File: config.mk
export PLATFORM = sky130hd
export DESIGN_NAME = ex_redirect_ctrl
export DESIGN_NICKNAME = d
export VERILOG_FILES = /design/src/rtl/ex_redirect_ctrl.sv
export SDC_FILE = /design/constraint.sdc
export NUM_CORES = 1
export LEC_CHECK = 0
export BUFFER_PORTS_ARGS = -buffer_cell sky130_fd_sc_hd__buf_2
export CAP_MARGIN = 20
export CORE_MARGIN = 2
export CORE_UTILIZATION = 30
export CTS_CLUSTER_DIAMETER = 50
export DETAILED_ROUTE_END_ITERATION = 10
export GPL_TIMING_DRIVEN = 1
export SYNTH_ARGS = -nofsm -noshare
export SYNTH_HDL_FRONTEND = slang
export SYNTH_SLANG_ARGS = --single-unit
File: constraint.sdc
create_clock -name clk -period 2.61 [get_ports clk]
set_input_delay 0.3915 -clock clk [delete_from_list [all_inputs] [get_ports clk]]
set_output_delay 0.3915 -clock clk [all_outputs]
set_load 0.05 [all_outputs]
File: src/rtl/ex_redirect_ctrl.sv
// Execute-stage sequencing: registers the execute slot, issues fetch redirects and squashes wrong-path beats.
// Optional EX_REDIR_STATS_EN adds saturating redirect/squash event counters.
module ex_redirect_ctrl #(
  parameter int unsigned FLUSH_DEPTH = 2
) (
  input  logic        clk,
  input  logic        rst_n,
  input  logic        id_valid,
  output logic        id_ready,
  input  logic [15:0] id_pc,
  input  logic        id_is_br,
  input  logic        id_is_jmp,
  input  logic        br_taken,
  input  logic [15:0] tgt_pc,
  input  logic        wb_ready,
  output logic        ex_valid,
  output logic [15:0] ex_pc,
  output logic        redir_valid,
  output logic [15:0] redir_pc,
`ifdef EX_REDIR_STATS_EN
  output logic [15:0] stat_redir,
  output logic [15:0] stat_squash,
`endif
  input  logic        redir_ack
);

  typedef enum logic [1:0] {
    RUN    = 2'd0,
    REDIR  = 2'd1,
    SQUASH = 2'd2
  } state_e;

  localparam logic [2:0] FLUSH_INIT = 3'(FLUSH_DEPTH);

  state_e      state_q, state_d;
  logic [2:0]  cnt_q, cnt_d;
  logic        ex_valid_q, ex_valid_d;
  logic [15:0] ex_pc_q, ex_pc_d;
  logic        redir_valid_q, redir_valid_d;
  logic [15:0] redir_pc_q, redir_pc_d;

  logic        id_ready_s;
  logic        accept_s;
  logic        xfer_s;
  logic        run_load_s;

  // Outside RUN every offered beat is swallowed, so decode is never stalled there.
  assign id_ready_s = (state_q != RUN) || !ex_valid_q || wb_ready;
  assign accept_s   = id_valid && id_ready_s;
  assign xfer_s     = id_is_jmp || (id_is_br && br_taken);
  assign run_load_s = (state_q == RUN) && accept_s;

  assign id_ready    = id_ready_s;
  assign ex_valid    = ex_valid_q;
  assign ex_pc       = ex_pc_q;
  assign redir_valid = redir_valid_q;
  assign redir_pc    = redir_pc_q;

  // Next-state, slot and redirect logic.
  always_comb begin
    state_d       = state_q;
    cnt_d         = cnt_q;
    ex_valid_d    = ex_valid_q;
    ex_pc_d       = ex_pc_q;
    redir_valid_d = redir_valid_q;
    redir_pc_d    = redir_pc_q;

    if (run_load_s) begin
      ex_valid_d = 1'b1;
      ex_pc_d    = id_pc;
    end else if (wb_ready) begin
      ex_valid_d = 1'b0;
    end else begin
      ex_valid_d = ex_valid_q;
    end

    case (state_q)
      RUN: begin
        // The transfer beat still enters the slot; only later beats are wrong-path.
        if (run_load_s && xfer_s) begin
          redir_pc_d    = tgt_pc;
          redir_valid_d = 1'b1;
          state_d       = REDIR;
        end else begin
          state_d = RUN;
        end
      end
      REDIR: begin
        if (redir_ack) begin
          redir_valid_d = 1'b0;
          if (FLUSH_INIT == 3'd0) begin
            state_d = RUN;
          end else begin
            cnt_d   = FLUSH_INIT;
            state_d = SQUASH;
          end
        end else begin
          state_d = REDIR;
        end
      end
      SQUASH: begin
        if (accept_s) begin
          cnt_d = cnt_q - 3'd1;
          if (cnt_q == 3'd1) begin
            state_d = RUN;
          end else begin
            state_d = SQUASH;
          end
        end else begin
          state_d = SQUASH;
        end
      end
      default: begin
        state_d       = RUN;
        cnt_d         = 3'd0;
        redir_valid_d = 1'b0;
      end
    endcase
  end

  // State, slot and redirect registers.
  always_ff @(posedge clk or negedge rst_n) begin
    if (!rst_n) begin
      state_q       <= RUN;
      cnt_q         <= 3'd0;
      ex_valid_q    <= 1'b0;
      ex_pc_q       <= 16'h0000;
      redir_valid_q <= 1'b0;
      redir_pc_q    <= 16'h0000;
    end else begin
      state_q       <= state_d;
      cnt_q         <= cnt_d;
      ex_valid_q    <= ex_valid_d;
      ex_pc_q       <= ex_pc_d;
      redir_valid_q <= redir_valid_d;
      redir_pc_q    <= redir_pc_d;
    end
  end

`ifdef EX_REDIR_STATS_EN
  logic [15:0] stat_redir_q, stat_squash_q;
  logic        ack_hs_s;
  logic        drop_s;

  assign ack_hs_s    = (state_q == REDIR) && redir_ack;
  assign drop_s      = accept_s && (state_q != RUN);
  assign stat_redir  = stat_redir_q;
  assign stat_squash = stat_squash_q;

  // Saturating event counters.
  always_ff @(posedge clk or negedge rst_n) begin
    if (!rst_n) begin
      stat_redir_q  <= 16'h0000;
      stat_squash_q <= 16'h0000;
    end else begin
      if (ack_hs_s && (stat_redir_q != 16'hFFFF)) begin
        stat_redir_q <= stat_redir_q + 16'h0001;
      end
      if (drop_s && (stat_squash_q != 16'hFFFF)) begin
        stat_squash_q <= stat_squash_q + 16'h0001;
      end
    end
  end
`endif

endmodule

# After elaboration in Yosys (flattened, before gate mapping)

Cells that the tools add are included.

Register bits after elaboration: 39
ROM bits: 0
Bits of input ports: 40
Latch bits: 0
Logic and storage cells: 42
Memories: 0
Output and inout bits: 35
Bits in writable memories: 0

$add $sub $neg: 1
Muxes and demuxes: 13
Bitwise gates (word level): 2
Multiply operators: 0
Eq/ne operators: 6
Div/mod/pow operators: 0
Shift-type cells: 0
Reductions and logical operators: 14
Order comparisons: 0

Operators by type and width:

| cell                                              | number |
|---|---|
| case mux 3 bit (3 select lines)                   | 1 |
| 2-to-1 mux 2 bit                                  | 3 |
| 2-to-1 mux 3 bit                                  | 2 |
| case mux 2 bit (3 select lines)                   | 1 |
| AND reduction 3 bit                               | 2 |
| 2-to-1 mux 1 bit                                  | 5 |
| logical AND 1 bit                                 | 4 |
| != test 2 bit (second input constant)             | 2 |
| nonzero test 2 bit                                | 2 |
| == test 3 x 1 -> 1 bit (second input constant)    | 1 |
| logical OR 1 bit                                  | 3 |
| case mux 1 bit (3 select lines)                   | 1 |
| subtractor 3 x 1 -> 3 bit (second input constant) | 1 |
| == test 2 x 1 -> 1 bit (second input constant)    | 1 |
| == test 2 bit (second input constant)             | 1 |
| logical NOT 2 bit                                 | 1 |
| != test 2 x 1 -> 1 bit (second input constant)    | 1 |
| NOT 1 bit                                         | 2 |
| AND reduction 2 bit                               | 1 |
| logical NOT 1 bit                                 | 1 |

# Longest topological paths before layout

Gate-level depths: netlist of the first run.

Word-level depth: 8
Depth in mapped cells: 7
Mapped depth without buffers: 5

# Worst setup path before layout of the first run

Ideal clock, no wire load.

Kind: flip-flop to flip-flop
From: reg ex_valid_q, in the netlist ex_valid
To: reg state_q[1]
Arrival: 1.695 ns
Clock period less this slack: 1.772 ns
Library setup time: 0.077 ns
Path slack: 0.838 ns
Path buffers: 0
Stages on the path, launching flop included: 4
Cell sequence: dfrtp_1 > nand3b_1 > a41o_2 > a21oi_1

Longest elaborated chain between the ends: 6

RTL lines:

| element                         | line | RTL |
|---|---|---|
| start, declared                 | 37   | `logic ex_valid_q, ex_valid_d;` |
| start signal, assigned          | 133  | `ex_valid_q <= ex_valid_d;` |
| logical NOT 1 bit               | 48   | `assign id_ready_s = (state_q != RUN) \|\| !ex_valid_q \|\| wb_ready;` |
| logical OR 1 bit (2 in a row)   | 48   |  |
| via id_ready                    | 9    | `output logic id_ready,` |
| logical AND 1 bit               | 49   | `assign accept_s = id_valid && id_ready_s;` |
| 2-to-1 mux 2 bit                | 102  | `if (accept_s) begin` |
| case mux 2 bit (3 select lines) | 77   | `case (state_q)` |
| via state_d[1]                  | 35   | `state_e state_q, state_d;` |
| end signal, assigned            | 131  | `state_q <= state_d;` |
| end, declared                   | 35   |  |

The timed path passes the listed nets, and every way through them passes these cells.
A chain may end at the register's enable or synchronous reset.

# Worst setup path after layout of the first run

From: reg state_q[1]
To: out id_ready

Longest elaborated chain between the ends: 3

RTL lines:

| element                       | line |
|---|---|
| nonzero test 2 bit            | 48 |
| logical OR 1 bit (2 in a row) | 48 |
| end, declared                 | 9 |

Every way passes these cells.

==> results by group, run 1 <==
GRT
  – Maximum number of pins on one net before global-route repair: 40
  – Via count of the first global-routing pass: 1176
  – First-pass GRT wire length: 5.62 mm
  – Initial antenna violation count: 0
  – Remaining global-route overflow: 0
  – Total global routing track utilization: ~12%

Yosys
  – Fraction of synthesized area in multiplexers: a little under a quarter
  – Largest family of logic cells by synthesized area: multiplexers
  – Post-synthesis cell type count: 26
  – Portion of the post-synthesis area used by sequential elements: a little under three fifths
  – Register bit count reported by yosys: 39
  – Area share of fa/ha/maj cells after synthesis: 4.39%
  – Share of synthesized flip-flops with an asynchronous set or reset: 100%
  – Net Count, Synth: 162
  – Syn_area_per_cell: 14.7 um^2
  – Area fraction in compound gates after synthesis: ~4.8%
  – Cell area after technology mapping: between 0.0015 and 0.002 mm^2
  – Xor/xnor cell area share of the yosys netlist: 0%
  – Post-Synthesis Cells: 116
  – Number of enable-type register cells in the synthesized netlist: 0
  – Main flop type after synthesis: sky130_fd_sc_hd__dfrtp_1
  – Yosys Warn Count: 0
  – Synthesized-area fraction occupied by and/or/nand/nor cells: 5.64%

STA
  – Clk_skew: 1.13 ps
  – Endpoints failing setup: 0
  – Highest attainable clock frequency: around 0.55 GHz
  – Final hold vios: 0
  – Final-layout setup total negative slack: 0 ps
  – Pin slew with the least headroom to its limit: roughly 840 ps
  – Number of max-slew violations in the final report: 0
  – Setup repair after global routing missed its margin: false
  – Rel. slew slack: 43.7%
  – Minimum period implied by the final worst setup slack: roughly 1800 ps
  – Post-route fraction of the period consumed by the critical path: 69.1%
  – Final worst-path setup slack: 807 ps

Drt
  – Final routed wire length divided by cell count: approximately 13 um
  – Remaining design rule violation count: 0
  – DRC violation total after the first TritonRoute iteration: 22
  – Detailed-route wire length: 3.45 mm
  – Total via count after detailed routing: approximately 1200
  – Router iterations before antenna repair: 4
  – Vias/cell: 4.39
  – Number of nets still failing antenna checks after routing: 0

Setup path
  – Worst Reg2Reg Path Length in Cells: 6
  – Path type of the worst setup path: flip-flop to output port
  – Buf+Inv Stages, Crit Path: 2
  – Worst setup EP type: output port
  – CP Depth: 4
  – Crit path required time: roughly 2200 ps
  – Worst-path maximum fanout: 5
  – Max stage delay cell, worst path: sky130_fd_sc_hd__dfrtp_1
  – Startpoint type of the worst setup path: flip-flop
  – Gate family responsible for the most delay along the worst path: flip-flops
  – Critical path's largest stage delay: approximately 400 ps
  – Cell-by-cell trace of the critical path: inv_1, ha_1, nand3b_1, buf_2
  – Signal arrival time at the worst endpoint: roughly 1400 ps

Place
  – Cell area after placement: roughly 0.0021 mm^2
  – Dpl hpwl: 2.60 mm
  – Cell Count Post-Placement: around 260
  – Pre-CTS setup slack: about 900 ps
  – Final weighted congestion in routability-driven placement: 0.777
  – Port buffer count: 74

Die
  – Chip Height: between 70 and 80 um
  – Die width: 79.5 um
  – Ports: 75
  – Initial cell density of the core: 31.0%
  – Core Area: 0.00551 mm^2
  – Total die area: 0.00632 mm^2
  – # rows: 27

Layout
  – Net count reported at finish: 242
  – ANT cells: 0
  – Number of standard cells in the final layout excluding fillers: 269
  – Fraction of layout instances using a drive strength above 1: 60.4%
  – Final Instance Area: about 0.0022 mm^2
  – Filler cells: 547
  – Layout-stage area growth over the synthesis result: 30.1%

Clock network
  – Clock tree from TritonCTS: done
  – # H-tree levels: 2
  – Clk root buf: sky130_fd_sc_hd__clkbuf_8
  – Clock transition time at the flip-flop clock pins of the worst setup and hold paths: 70 ps
  – Number of hold-repair buffers added at the cts stage: 0
  – Post-cts repair resize count: 0
  – Clock Latency Late Sink: 280 ps
  – Post-CTS setup repair buffer count: 0
  – Number of buffers added by the clock tree synthesis step: 5
  – CTS Buffer Depth: 2
  – Clock Sinks: 39

Run
  – Max-cap violations: 0

Hold path
  – Worst min-delay path class: primary input to async pin

Status
  – Status: finished clean
==> Yosys cell counts (2+ instances only) <==
master,n,area [um^2]
sky130_fd_sc_hd__buf_6,2,22.5
sky130_fd_sc_hd__nor2b_1,3,18.8
sky130_fd_sc_hd__dfrtp_1,39,976
sky130_fd_sc_hd__mux2_4,8,120
sky130_fd_sc_hd__a21oi_1,3,15.0
sky130_fd_sc_hd__nand2_1,3,11.3
sky130_fd_sc_hd__inv_1,8,30.0
sky130_fd_sc_hd__mux2_2,24,270
sky130_fd_sc_hd__o21ai_0,3,15.0
sky130_fd_sc_hd__nand2b_1,2,12.5
sky130_fd_sc_hd__ha_1,6,75.1
==> path summary, 6_finish.rpt <==
check / to / start / slack, ps
worst max-delay path: id_ready / state_q[1] / 810
worst min-delay path: redir_pc[10] / rst_n / 210
worst max register to register: redir_pc[8] / state_q[1] / 880
worst min register to register: ex_pc[10] / ex_pc[10] / 500
max in group asynchronous: cnt_q[0] / rst_n / 1860
min in group clk: redir_pc[1] / tgt_pc[1] / 340
==> metal layers <==
layer  GRT usage, %  wire length, um
met5              0                0
met4           3.62               28
met3           4.52              370
met2           17.3             1420
met1           15.3             1630
==> sequential cells by signal, summed over array words and instances, names as in the netlist <==
name and flops:
redir_valid 1, cnt_q 3, ex_pc 16, redir_pc 16, state_q 2, ex_valid 1
==> cells by family after synthesis <==
group	Yosys count
adder cells (fa/ha/maj)	6
buffers and inverters	12
flip-flops	39
multiplexers	33
AO/OA/AOI/OAI	11
AND/OR/NAND/NOR	15
==> cells in the final DEF (no fill, tap or decap), types with 5 or more instances in the layout <==
cell                       netlist  layout
sky130_fd_sc_hd__mux2_2         24      24
sky130_fd_sc_hd__buf_2           0      74
sky130_fd_sc_hd__ha_1            6       6
sky130_fd_sc_hd__mux2_4          8       8
sky130_fd_sc_hd__clkbuf_8        0       5
sky130_fd_sc_hd__dfrtp_1        39      39
sky130_fd_sc_hd__inv_1           8       8
==> layout make-up <==
class	instances	area [um^2]	area share, %
well taps	72	90.1	4.05
inverters	8	30.0	1.35
clock inverters	1	5.00	0.225
flip-flops and latches	39	976	43.9
repair buffers	77	393	17.7
clock buffers	7	76.3	3.43
multi-input cells	65	653	29.4
==> worst register-to-register path, delay by kind of cell, from the launching register on <==
kind / cells / cell delay, ps
DFF: 1 / 420
buffers and inverters: 2 / 330
muxes: 1 / 320
and+or+nand+nor: 2 / 310
adders and majority gates: 1 / 240
==> through the flow <==
stage	hold slack (ps)	util, %
finish	211	40.4
global route	292	40.4
CTS	254	40.4
detailed placement	489	38.9
global placement	484	38.9
floorplan	95.9	-
Power of run 1 is not shown: default switching activity piles up to over one toggle a cycle in this logic, so the estimate is an artifact.
==> run 2, diff against run 1 <==
==> constraint.sdc (replaced) <==
create_clock -name clk -period 1.7 [get_ports clk]
set_input_delay 0.255 -clock clk [delete_from_list [all_inputs] [get_ports clk]]
set_output_delay 0.255 -clock clk [all_outputs]
set_load 0.05 [all_outputs]
==> run 2 against run 1 <==
  * Global-route usage shrank 0.55 points
  * Sequential cell count did not move
  * Utilization rose by 3.3 points
  * Cell area is 8.2% higher
  * Critical path depth increased by 3
  * Non-clock buffer count increased by 9
  * Sequential share of layout area down 3.3 points
  * Register-to-register slack worse by 800 ps
  * Die area unchanged
  * Setup slack lost 730 ps
==> results by group, run 2 (same netlist as run 1, synthesis figures left out) <==
Status
  – Status: finished clean

Hold path
  – Worst min-delay path class: primary input to flip-flop
  – Start point of the worst min-delay path: tgt_pc[14]

GRT
  – Initial antenna violation count: 0
  – Via count of the first global-routing pass: 1202
  – Remaining global-route overflow: 0
  – Maximum number of pins on one net before global-route repair: 21
  – First-pass GRT wire length: 5.26 mm
  – Total global routing track utilization: 11.0%

STA
  – Setup repair after global routing missed its margin: false
  – Number of max-slew violations in the final report: 0
  – Rel. slew slack: around 71%
  – Post-route worst hold slack: 188 ps
  – Post-route fraction of the period consumed by the critical path: 95.3%
  – Pin slew with the least headroom to its limit: 439 ps
  – Final-layout setup total negative slack: 0 ps
  – Highest attainable clock frequency: 0.617 GHz
  – Final worst-path setup slack: 79.5 ps
  – Final hold vios: 0
  – Minimum period implied by the final worst setup slack: between 1500 and 2000 ps
  – Clk_skew: 8.72 ps
  – Endpoints failing setup: 0

Drt
  – Remaining design rule violation count: 0
  – Router iterations before antenna repair: 4
  – Vias/cell: 4.36
  – Detailed-route wire length: 3.44 mm
  – Number of nets still failing antenna checks after routing: 0
  – Final routed wire length divided by cell count: 12.4 um
  – DRC violation total after the first TritonRoute iteration: 19
  – Total via count after detailed routing: 1211

Clock network
  – Clock tree from TritonCTS: done
  – Clock Latency Late Sink: 290 ps
  – Clock Sinks: 39
  – CTS Buffer Depth: 2
  – # H-tree levels: 2
  – Clk root buf: sky130_fd_sc_hd__clkbuf_8
  – Clock transition time at the flip-flop clock pins of the worst setup and hold paths: approximately 80 ps
  – Number of buffers added by the clock tree synthesis step: 5

Place
  – Dpl hpwl: around 2.5 mm
  – Cell Count Post-Placement: around 260
  – Final weighted congestion in routability-driven placement: 0.886
  – Pre-CTS setup slack: 38.8 ps
  – Port buffer count: 74

Run
  – Max-cap violations: 0

Layout
  – Commonest non-fill, non-tap cell in the layout: sky130_fd_sc_hd__buf_2
  – Number of standard cells in the final layout excluding fillers: 278
  – ANT cells: 0
  – Net count reported at finish: 251
  – Commonest cells after routing, fill and taps aside: 73 x sky130_fd_sc_hd__buf_2, 38 x sky130_fd_sc_hd__dfrtp_1, 24 x sky130_fd_sc_hd__mux2_2
  – Fraction of layout instances using a drive strength above 1: 64.6%
  – Layout-stage area growth over the synthesis result: 40.7%

Setup path
  – Critical path's largest stage delay: 410 ps
  – First element of the critical path: state_q[0]
  – Critical R2R Launch: state_q[0]
  – Worst setup EP type: flip-flop
  – Signal arrival time at the worst endpoint: 1790 ps
  – Buf+Inv Stages, Crit Path: 3
  – Startpoint type of the worst setup path: flip-flop
  – Cell-by-cell trace of the critical path: inv_2, ha_4, nand2_4, nor3b_4, buf_12, clkbuf_16, mux2_2
  – Gate family responsible for the most delay along the worst path: flip-flops
  – Max stage delay cell, worst path: sky130_fd_sc_hd__dfrtp_1
  – Crit path required time: roughly 1900 ps
  – Worst-path maximum fanout: 4
  – Path type of the worst setup path: flip-flop to flip-flop

Die
  – Ports: 75
  – Initial cell density of the core: 31.0%
  – Total die area: 0.00632 mm^2
  – Die width: 79.5 um
  – Chip Height: about 80 um
  – # rows: 27
  – Core Area: between 0.005 and 0.006 mm^2
## run 2: changes by cell type in the layout (fill, tap and decap cells not counted), sizes merged
cell / delta
dlygate4sd3: +1
clkinvlp: +2
buf: +6
## run 2: metal layers
layer  vias up  share of wire, %  global-route usage [%]
met5         -                 0                       0
met4         0               1.1                    6.03
met3         4                10                    4.52
met2        71                42                    16.6
met1       550                46                    13.2
li1        586                 -                       -
## run 2: timing repair
action,CTS,global route
setup buffers,0,5
pin swaps,0,1
resized for setup,1,6
hold buffers,1,0
cloned,0,2
hold endpoints to repair,19,0
setup endpoints to repair,1,10
## run 2: per-stage QoR
stage               util, %  instance area, um^2
global route           43.7                 2400
finish                 43.7                 2400
detailed placement     39.6                 2180
CTS                    41.5                 2280
floorplan                 -                 1710
global placement       39.6                 2180
## run 2: cell type report
class,count,area (um^2)
Sequential cell,39,977
Inverter,8,30.0
Timing Repair Buffer,86,542
Tap cell,72,90.1
Clock inverter,3,20.0
Clock buffer,5,68.8
Fill cell,520,3100
Multi-Input combinational cell,65,677
## run 2: path summary, 6_finish.rpt
kind	end	slack [ps]	cells after the start
max in group asynchronous	ex_pc[6]	630	3
hold / removal	redir_pc[14]	190	2
setup / recovery	redir_pc[2]	80	7
min in group asynchronous	cnt_q[0]	440	2
hold reg to reg	ex_pc[2]	500	1
setup reg to reg	redir_pc[2]	80	7
Power of run 2 is left out for the same reason.
